**src/rtl/clk_gen_tune_ctrl.sv**
```systemverilog
// clk_gen_tune_ctrl: ring-oscillator delay-select calibration; optional lock monitor under CLK_GEN_TUNE_LOCK_MON_EN
module clk_gen_tune_ctrl #(
    parameter int NUM_SEL       = 8,
    parameter int SEL_W         = $clog2(NUM_SEL),
    parameter int SETTLE_CYCLES = 16,
    parameter int WINDOW_CYCLES = 256,
    parameter int CNT_W         = 16
) (
    input  logic             clk_i,
    input  logic             reset_n_i,
    input  logic             start_i,
    input  logic [CNT_W-1:0] target_i,
    input  logic             manual_en_i,
    input  logic [SEL_W-1:0] manual_sel_i,
    input  logic             osc_div_i,
    output logic [SEL_W-1:0] stage_sel_o,
    output logic             busy_o,
    output logic             done_o,
    output logic             fail_o,
    output logic [CNT_W-1:0] meas_count_o,
    output logic             drift_o
);
`ifdef CLK_GEN_TUNE_LOCK_MON_EN
    localparam bit LOCK_MON = 1'b1;
`else
    localparam bit LOCK_MON = 1'b0;
`endif
    localparam int TMR_W = $clog2((SETTLE_CYCLES > WINDOW_CYCLES ? SETTLE_CYCLES : WINDOW_CYCLES) + 1);
    localparam logic [TMR_W-1:0] SETTLE_LAST = TMR_W'(SETTLE_CYCLES - 1);
    localparam logic [TMR_W-1:0] WIN_LAST    = TMR_W'(WINDOW_CYCLES - 1);
    localparam logic [TMR_W-1:0] MON_EVAL    = TMR_W'(WINDOW_CYCLES);
    localparam logic [SEL_W-1:0] SEL_MAX     = SEL_W'(NUM_SEL - 1);

    typedef enum logic [2:0] {IDLE, SETTLE, MEASURE, EVAL, DONE} state_t;

    state_t           state, state_nx;
    logic [SEL_W-1:0] sel, sel_nx;
    logic             busy, busy_nx, done, done_nx, fail, fail_nx, drift, drift_nx;
    logic [CNT_W-1:0] meas, meas_nx, cnt, cnt_nx, cnt_inc;
    logic [TMR_W-1:0] tmr, tmr_nx;
    logic             sync1, sync2, hist, toggle;

    // bring the oscillator toggle into clk_i domain and keep one cycle of history
    always_ff @(posedge clk_i or negedge reset_n_i) begin
        if (!reset_n_i) begin
            sync1 <= 1'b0;
            sync2 <= 1'b0;
            hist  <= 1'b0;
        end else begin
            sync1 <= osc_div_i;
            sync2 <= sync1;
            hist  <= sync2;
        end
    end

    assign toggle  = sync2 ^ hist;
    assign cnt_inc = (toggle && cnt != '1) ? cnt + 1'b1 : cnt;

    // next-state and output logic; manual override dominates everything
    always_comb begin
        state_nx = state;
        sel_nx   = sel;
        busy_nx  = busy;
        done_nx  = done;
        fail_nx  = fail;
        meas_nx  = meas;
        drift_nx = drift;
        tmr_nx   = tmr;
        cnt_nx   = cnt;
        if (manual_en_i) begin
            state_nx = IDLE;
            sel_nx   = manual_sel_i;
            busy_nx  = 1'b0;
            done_nx  = 1'b0;
            fail_nx  = 1'b0;
            drift_nx = 1'b0;
            tmr_nx   = '0;
            cnt_nx   = '0;
        end else begin
            case (state)
                IDLE, DONE: begin
                    if (start_i) begin
                        state_nx = SETTLE;
                        sel_nx   = '0;
                        busy_nx  = 1'b1;
                        done_nx  = 1'b0;
                        fail_nx  = 1'b0;
                        drift_nx = 1'b0;
                        tmr_nx   = '0;
                        cnt_nx   = '0;
                    end else if (LOCK_MON && state == DONE && !fail) begin
                        tmr_nx   = (tmr == MON_EVAL) ? '0 : tmr + 1'b1;
                        cnt_nx   = (tmr == MON_EVAL) ? '0 : cnt_inc;
                        meas_nx  = (tmr == MON_EVAL) ? cnt : meas;
                        drift_nx = drift | (tmr == MON_EVAL && cnt > target_i);
                    end
                end
                SETTLE: begin
                    tmr_nx   = (tmr == SETTLE_LAST) ? '0 : tmr + 1'b1;
                    cnt_nx   = '0;
                    state_nx = (tmr == SETTLE_LAST) ? MEASURE : SETTLE;
                end
                MEASURE: begin
                    tmr_nx   = (tmr == WIN_LAST) ? '0 : tmr + 1'b1;
                    cnt_nx   = cnt_inc;
                    state_nx = (tmr == WIN_LAST) ? EVAL : MEASURE;
                end
                EVAL: begin
                    meas_nx = cnt;
                    tmr_nx  = '0;
                    cnt_nx  = '0;
                    if (cnt <= target_i || sel == SEL_MAX) begin
                        state_nx = DONE;
                        busy_nx  = 1'b0;
                        done_nx  = 1'b1;
                        fail_nx  = cnt > target_i;
                    end else begin
                        state_nx = SETTLE;
                        sel_nx   = sel + 1'b1;
                    end
                end
                default: state_nx = IDLE;
            endcase
        end
    end

    // controller state register
    always_ff @(posedge clk_i or negedge reset_n_i) begin
        if (!reset_n_i) begin
            state <= IDLE;
            sel   <= '0;
            busy  <= 1'b0;
            done  <= 1'b0;
            fail  <= 1'b0;
            meas  <= '0;
            drift <= 1'b0;
            tmr   <= '0;
            cnt   <= '0;
        end else begin
            state <= state_nx;
            sel   <= sel_nx;
            busy  <= busy_nx;
            done  <= done_nx;
            fail  <= fail_nx;
            meas  <= meas_nx;
            drift <= drift_nx;
            tmr   <= tmr_nx;
            cnt   <= cnt_nx;
        end
    end

    assign stage_sel_o  = sel;
    assign busy_o       = busy;
    assign done_o       = done;
    assign fail_o       = fail;
    assign meas_count_o = meas;
    assign drift_o      = LOCK_MON && drift;
endmodule

```
**config.mk**
```make
export PLATFORM = sky130hd
export DESIGN_NAME = clk_gen_tune_ctrl
export DESIGN_NICKNAME = d
export VERILOG_FILES = /design/src/rtl/clk_gen_tune_ctrl.sv
export SDC_FILE = /design/constraint.sdc
export NUM_CORES = 1
export LEC_CHECK = 0
export ABC_AREA = 1
export CAP_MARGIN = 15
export CORE_MARGIN = 2
export CORE_UTILIZATION = 54
export DETAILED_ROUTE_END_ITERATION = 6
export GPL_ROUTABILITY_DRIVEN = 0
export PLACE_DENSITY = 0.85
export SYNTH_ARGS = -nofsm -noshare
export SYNTH_HDL_FRONTEND = slang
export SYNTH_SLANG_ARGS = --single-unit
```
**constraint.sdc**
```tcl
create_clock -name clk_i -period 2.45 [get_ports clk_i]
set_input_delay 0.49 -clock clk_i [delete_from_list [all_inputs] [get_ports clk_i]]
set_output_delay 0.49 -clock clk_i [all_outputs]
set_load 0.01 [all_outputs]
```
Yosys cells after proc, flatten, opt, wreduce, memory -nomap -nowiden
Index checks and enable logic that the tools add are counted.
{ "totals": {"regBits": 53, "in_bits": 24, "out_inout_bits": 23, "elab_cells": 73} }
{ "classes": {"add_sub_neg": 3, "n_lt_le_gt_ge": 2, "n_eq_ne": 12, "mux": 30, "bitwise_logic": 2, "n_reduce_logical": 13} }
{ "op_table": {"columns": ["cell", "n"], "rows": [
  ["2-to-1 mux 16 bit", 3],
  ["case mux 16 bit (3 select lines)", 1],
  ["2-to-1 mux 9 bit", 4],
  ["case mux 9 bit (4 select lines)", 1],
  ["2-to-1 mux 3 bit", 6],
  ["adder 16 x 1 -> 16 bit (second input constant)", 1],
  ["greater-than comparator 16 bit", 1],
  ["less-or-equal comparator 16 bit", 1],
  ["!= test 16 bit (second input constant)", 1],
  ["!= test 3 bit (second input constant)", 4],
  ["case mux 3 bit (4 select lines)", 1],
  ["adder 9 x 1 -> 9 bit (second input constant)", 1],
  ["equality test 9 x 4 -> 1 bit (second input constant)", 1],
  ["equality test 9 x 8 -> 1 bit (second input constant)", 1],
  ["2-to-1 mux 1 bit", 9],
  ["AND reduction 3 bit", 3],
  ["equality test 3 x 2 -> 1 bit (second input constant)", 2],
  ["equality test 3 bit (second input constant)", 2],
  ["case mux 1 bit (2 select lines)", 3],
  ["case mux 3 bit (2 select lines)", 1],
  ["nonzero test 5 bit", 1],
  ["AND reduction 2 bit", 2],
  ["nonzero test 4 bit", 1],
  ["OR reduction 2 bit", 2],
  ["other kinds (9)", 9]
]} }

Depth between registers and ports, before layout
{ "depth": {"depth_word": 5, "mapped_depth": 16, "depth_no_buf": 16} }

Worst setup path after synthesis
No wires, ideal clock.
{ "synth_timing": {"kind": "flip-flop to flip-flop", "startpoint": "register tmr[0]", "endpoint": "register tmr[3]", "setup_time_ns": 0.132, "arrival_ns": 1.689, "required_time_ns": 2.318, "slack_ns": 0.629, "stages_incl_launch_ff": 14, "path_buffers": 0, "synth_period_minus_slack_ns": 1.821, "cell_sequence": "dfrtp_1 -> ha_1 -> nand3_1 -> nor2_1 -> inv_1 -> nor2_1 -> nand2_1 -> nor2_1 -> ha_1 -> nor2_1 -> o21ai_1 -> inv_2 -> o21ai_1 -> a21oi_1"} }
{ "synth_via": {"elab_chain_len": 4, "elab_cells_between_ends": 7, "classes_between": "1 x add/sub; 2 x eq/ne; 4 x mux"} }
{ "synth_rtl": {"columns": ["element", "line_no", "rtl"], "rows": [
  ["from (decl)", "40", "logic [TMR_W-1:0] tmr, tmr_nx;"],
  ["from (signal assigned)", "147", "tmr <= tmr_nx;"],
  ["adder 9 x 1 -> 9 bit, or another cell as far along", "99, 104", null],
  ["2-to-1 mux 9 bit, on equally long branches", "104, 99", null],
  ["case mux 9 bit (4 select lines) *", "80", "case (state)"],
  ["2-to-1 mux 9 bit *", "70", "if (manual_en_i) begin"]
]} }
Mark *: on every way between the ends. The rest lies on a longest branch, timed or not.
A chain may end at the register's enable or synchronous reset.

Final worst setup path
Same ends and word-level chain as after synthesis.

==> impl_metrics.tcl <==
set metrics [dict create \
    stdcell_count 525 \
    cts_resized 0 \
    grt_overflow 0 \
    syn-num-nets 444 \
    start_util_pct 56.59 \
    clkSinkCount 53 \
    ant_nets 0 \
    r2r_slack_ns 0.33 \
    multi_input_area_mm2 0.001539 \
    rr_worst_depth 13 \
    grt_usage_pct 23.25 \
    rr_endpoint "tmr[3]" \
    area_growth_pct 20.63 \
    critPathKind "reg -> reg" \
    syn_area_per_cell_um2 7.925 \
    final_common_cell "nand2_1" \
    place_hpwl_mm 5.422 \
    syn_inst 398 \
    max_freq_mhz 472.8 \
    report.final.slew_viol_count 0 \
    power.density_mw_per_mm2 424.6 \
    drive_gt1_share_pct 10.60 \
    clk_pin_slew_ns 0.10 \
    timing.hold.ws_ns 0.07767 \
    clk_path_buf_depth 2 \
    vias_per_cell 5.423 \
    hold_viol 0 \
    vdd_drop_max_mv 0.3402 \
    layout_common_cells "nand2_1 (89), inv_1 (53), dfrtp_1 (53)" \
    dieHeight_um 80.43 \
    period_minus_slack_ns 2.115 \
    status "completed" \
    core-area_mm2 0.005574 \
    die_w_um 80.43 \
    ys_warn_count 0 \
    r2r-start "tmr[0]" \
    ys_ff_latch 53 \
    drt-total-wl_mm 7.094 \
    hold_class "in -> async" \
    first_global_vias 2588 \
    fp.dieArea_mm2 0.006469 \
    grt_pass1_wl_mm 11.75 \
    holdBufCountCts 0 \
    htreeDepth 2 \
    drc 0 \
    startpoint_type "register" \
    crit_arrival_ns 2.32 \
    drtIter0Drc 385 \
    dr.pass1.iters 5 \
    clock-root-buffer "clkbuf_8" \
    power_mw 1.615 \
    num_vias 2847 \
    setup_viol 0 \
    synth_cell_types 34 \
    rows 27 \
    leakage_nw 1.819 \
    antenna_found_initial 0 \
    crit_fanout 7 \
    skew_ns 0.008931 \
    cap_violations 0 \
    synth_top_area_share_pct 42.05 \
    post-route-period-util_pct 86.33 \
    nNetsFinal 498 \
    insertion_delay_ns 0.32 \
    grt_max_degree 31 \
    dp_cells 517 \
    synth-seq-area-share_pct 42.05 \
    post_synth_instance_area_mm2 0.003154 \
    register_area_mm2 0.001326 \
    rsz0062_at_grt "false" \
    cts_tree "done" \
    required_ns 2.66 \
    synth.area.top_cells "dfrtp_1 (42%), nand2_1 (11%), ha_1 (8.7%)" \
    numCtsBuffers 5 \
    fin_tns_setup_ns 0 \
    routedWlPerCell_um 13.51 \
    portBuffers 45 \
    end_kind "register" \
    io_pins 47 \
    cts_setup_buffers 0 \
    yosysTopAreaCell "dfrtp_1" \
    antenna_cells 0 \
    nFillCells 446 \
]
## cell usage after synthesis (all sizes together)
master,count
a21oi,28
nand4,8
a22o,2
nand2,92
inv,60
conb,1
a211oi,1
clkbuf,4
or2,1
nand3,26
dfrtp,53
o22ai,1
a22oi,1
o21ai,34
o21a,3
nor2,38
ha,22
a21boi,1
o31ai,1
xor2,6
a21o,1
nor3,8
buf,5
a31oi,1
## metal layers
layer  vias to the layer above  GRT usage [%]  wire length, um
met5                         -              0                0
met4                         0          6.949              116
met3                        15          4.045              404
met2                       106          36.00             3267
met1                      1323          33.41             3306
li1                       1403              -                -
## worst max-delay path, cell delays in order, from the launching register on
cell and delay [ns]:
dfrtp_1 0.40, ha_1 0.21, nand3_1 0.14, nor2_1 0.11
inv_1 0.05, nor2_1 0.12, nand2_1 0.09, nor2_1 0.15
ha_1 0.20, nor2_1 0.05, o21ai_1 0.21, inv_2 0.11
o21ai_1 0.09, a21oi_1 0.07
## state kept, by name (all words and copies together) (netlist names)
register      flops
stage_sel_o       3
cnt              16
done_o            1
fail_o            1
state             3
hist              1
sync2             1
busy_o            1
sync1             1
meas_count_o     16
tmr               9
## how the worst max path moves through the flow
stage                 start        endpoint  slack [ns]
2_1_floorplan        tmr[0]          tmr[3]        0.63
3_3_place_gp   target_i[15]  stage_sel_o[2]        0.12
3_5_place_dp   target_i[14]  stage_sel_o[1]        0.08
4_1_cts              tmr[0]          tmr[0]        0.33
5_1_grt              tmr[0]          tmr[0]        0.07
6_report             tmr[0]          tmr[3]        0.33
## cell type report
class | count | share of cell area (%)
clock buffer | 6 | 2.170
clock inverter | 2 | 0.3617
inverter | 60 | 5.919
multi-input combinational | 276 | 40.45
sequential | 53 | 34.86
tap | 72 | 2.368
timing repair buffer | 56 | 13.88
## stage by stage
| stage | setup WS, ns | utilization, % | area (um2) |
|---|---|---|---|
| floorplan | 0.6285 | - | 3154 |
| global placement | 0.1222 | 66.53 | 3709 |
| detailed placement | 0.08149 | 66.53 | 3709 |
| CTS | 0.3338 | 68.26 | 3805 |
| global route | 0.06672 | 68.26 | 3805 |
| finish | 0.3349 | 68.26 | 3805 |
## kinds of logic after synthesis
logic type,count (synthesis),synth area share [%]
other,1,0.1189
AND/OR/NAND/NOR,173,24.00
AO/OA/AOI/OAI,74,14.28
flip-flops,53,42.05
adder cells (fa/ha/maj),22,8.727
XOR/XNOR,6,1.666
buffers and inverters,69,9.163
## power breakdown
| part | switching (mW) | total, mW | internal (mW) |
|---|---|---|---|
| Sequential | 0.0159 | 0.907 | 0.891 |
| Combinational | 0.0997 | 0.185 | 0.0851 |
| Clock | 0.294 | 0.524 | 0.230 |
| Total | 0.409 | 1.62 | 1.21 |
Note: power is estimated with default switching activity, not from simulation.
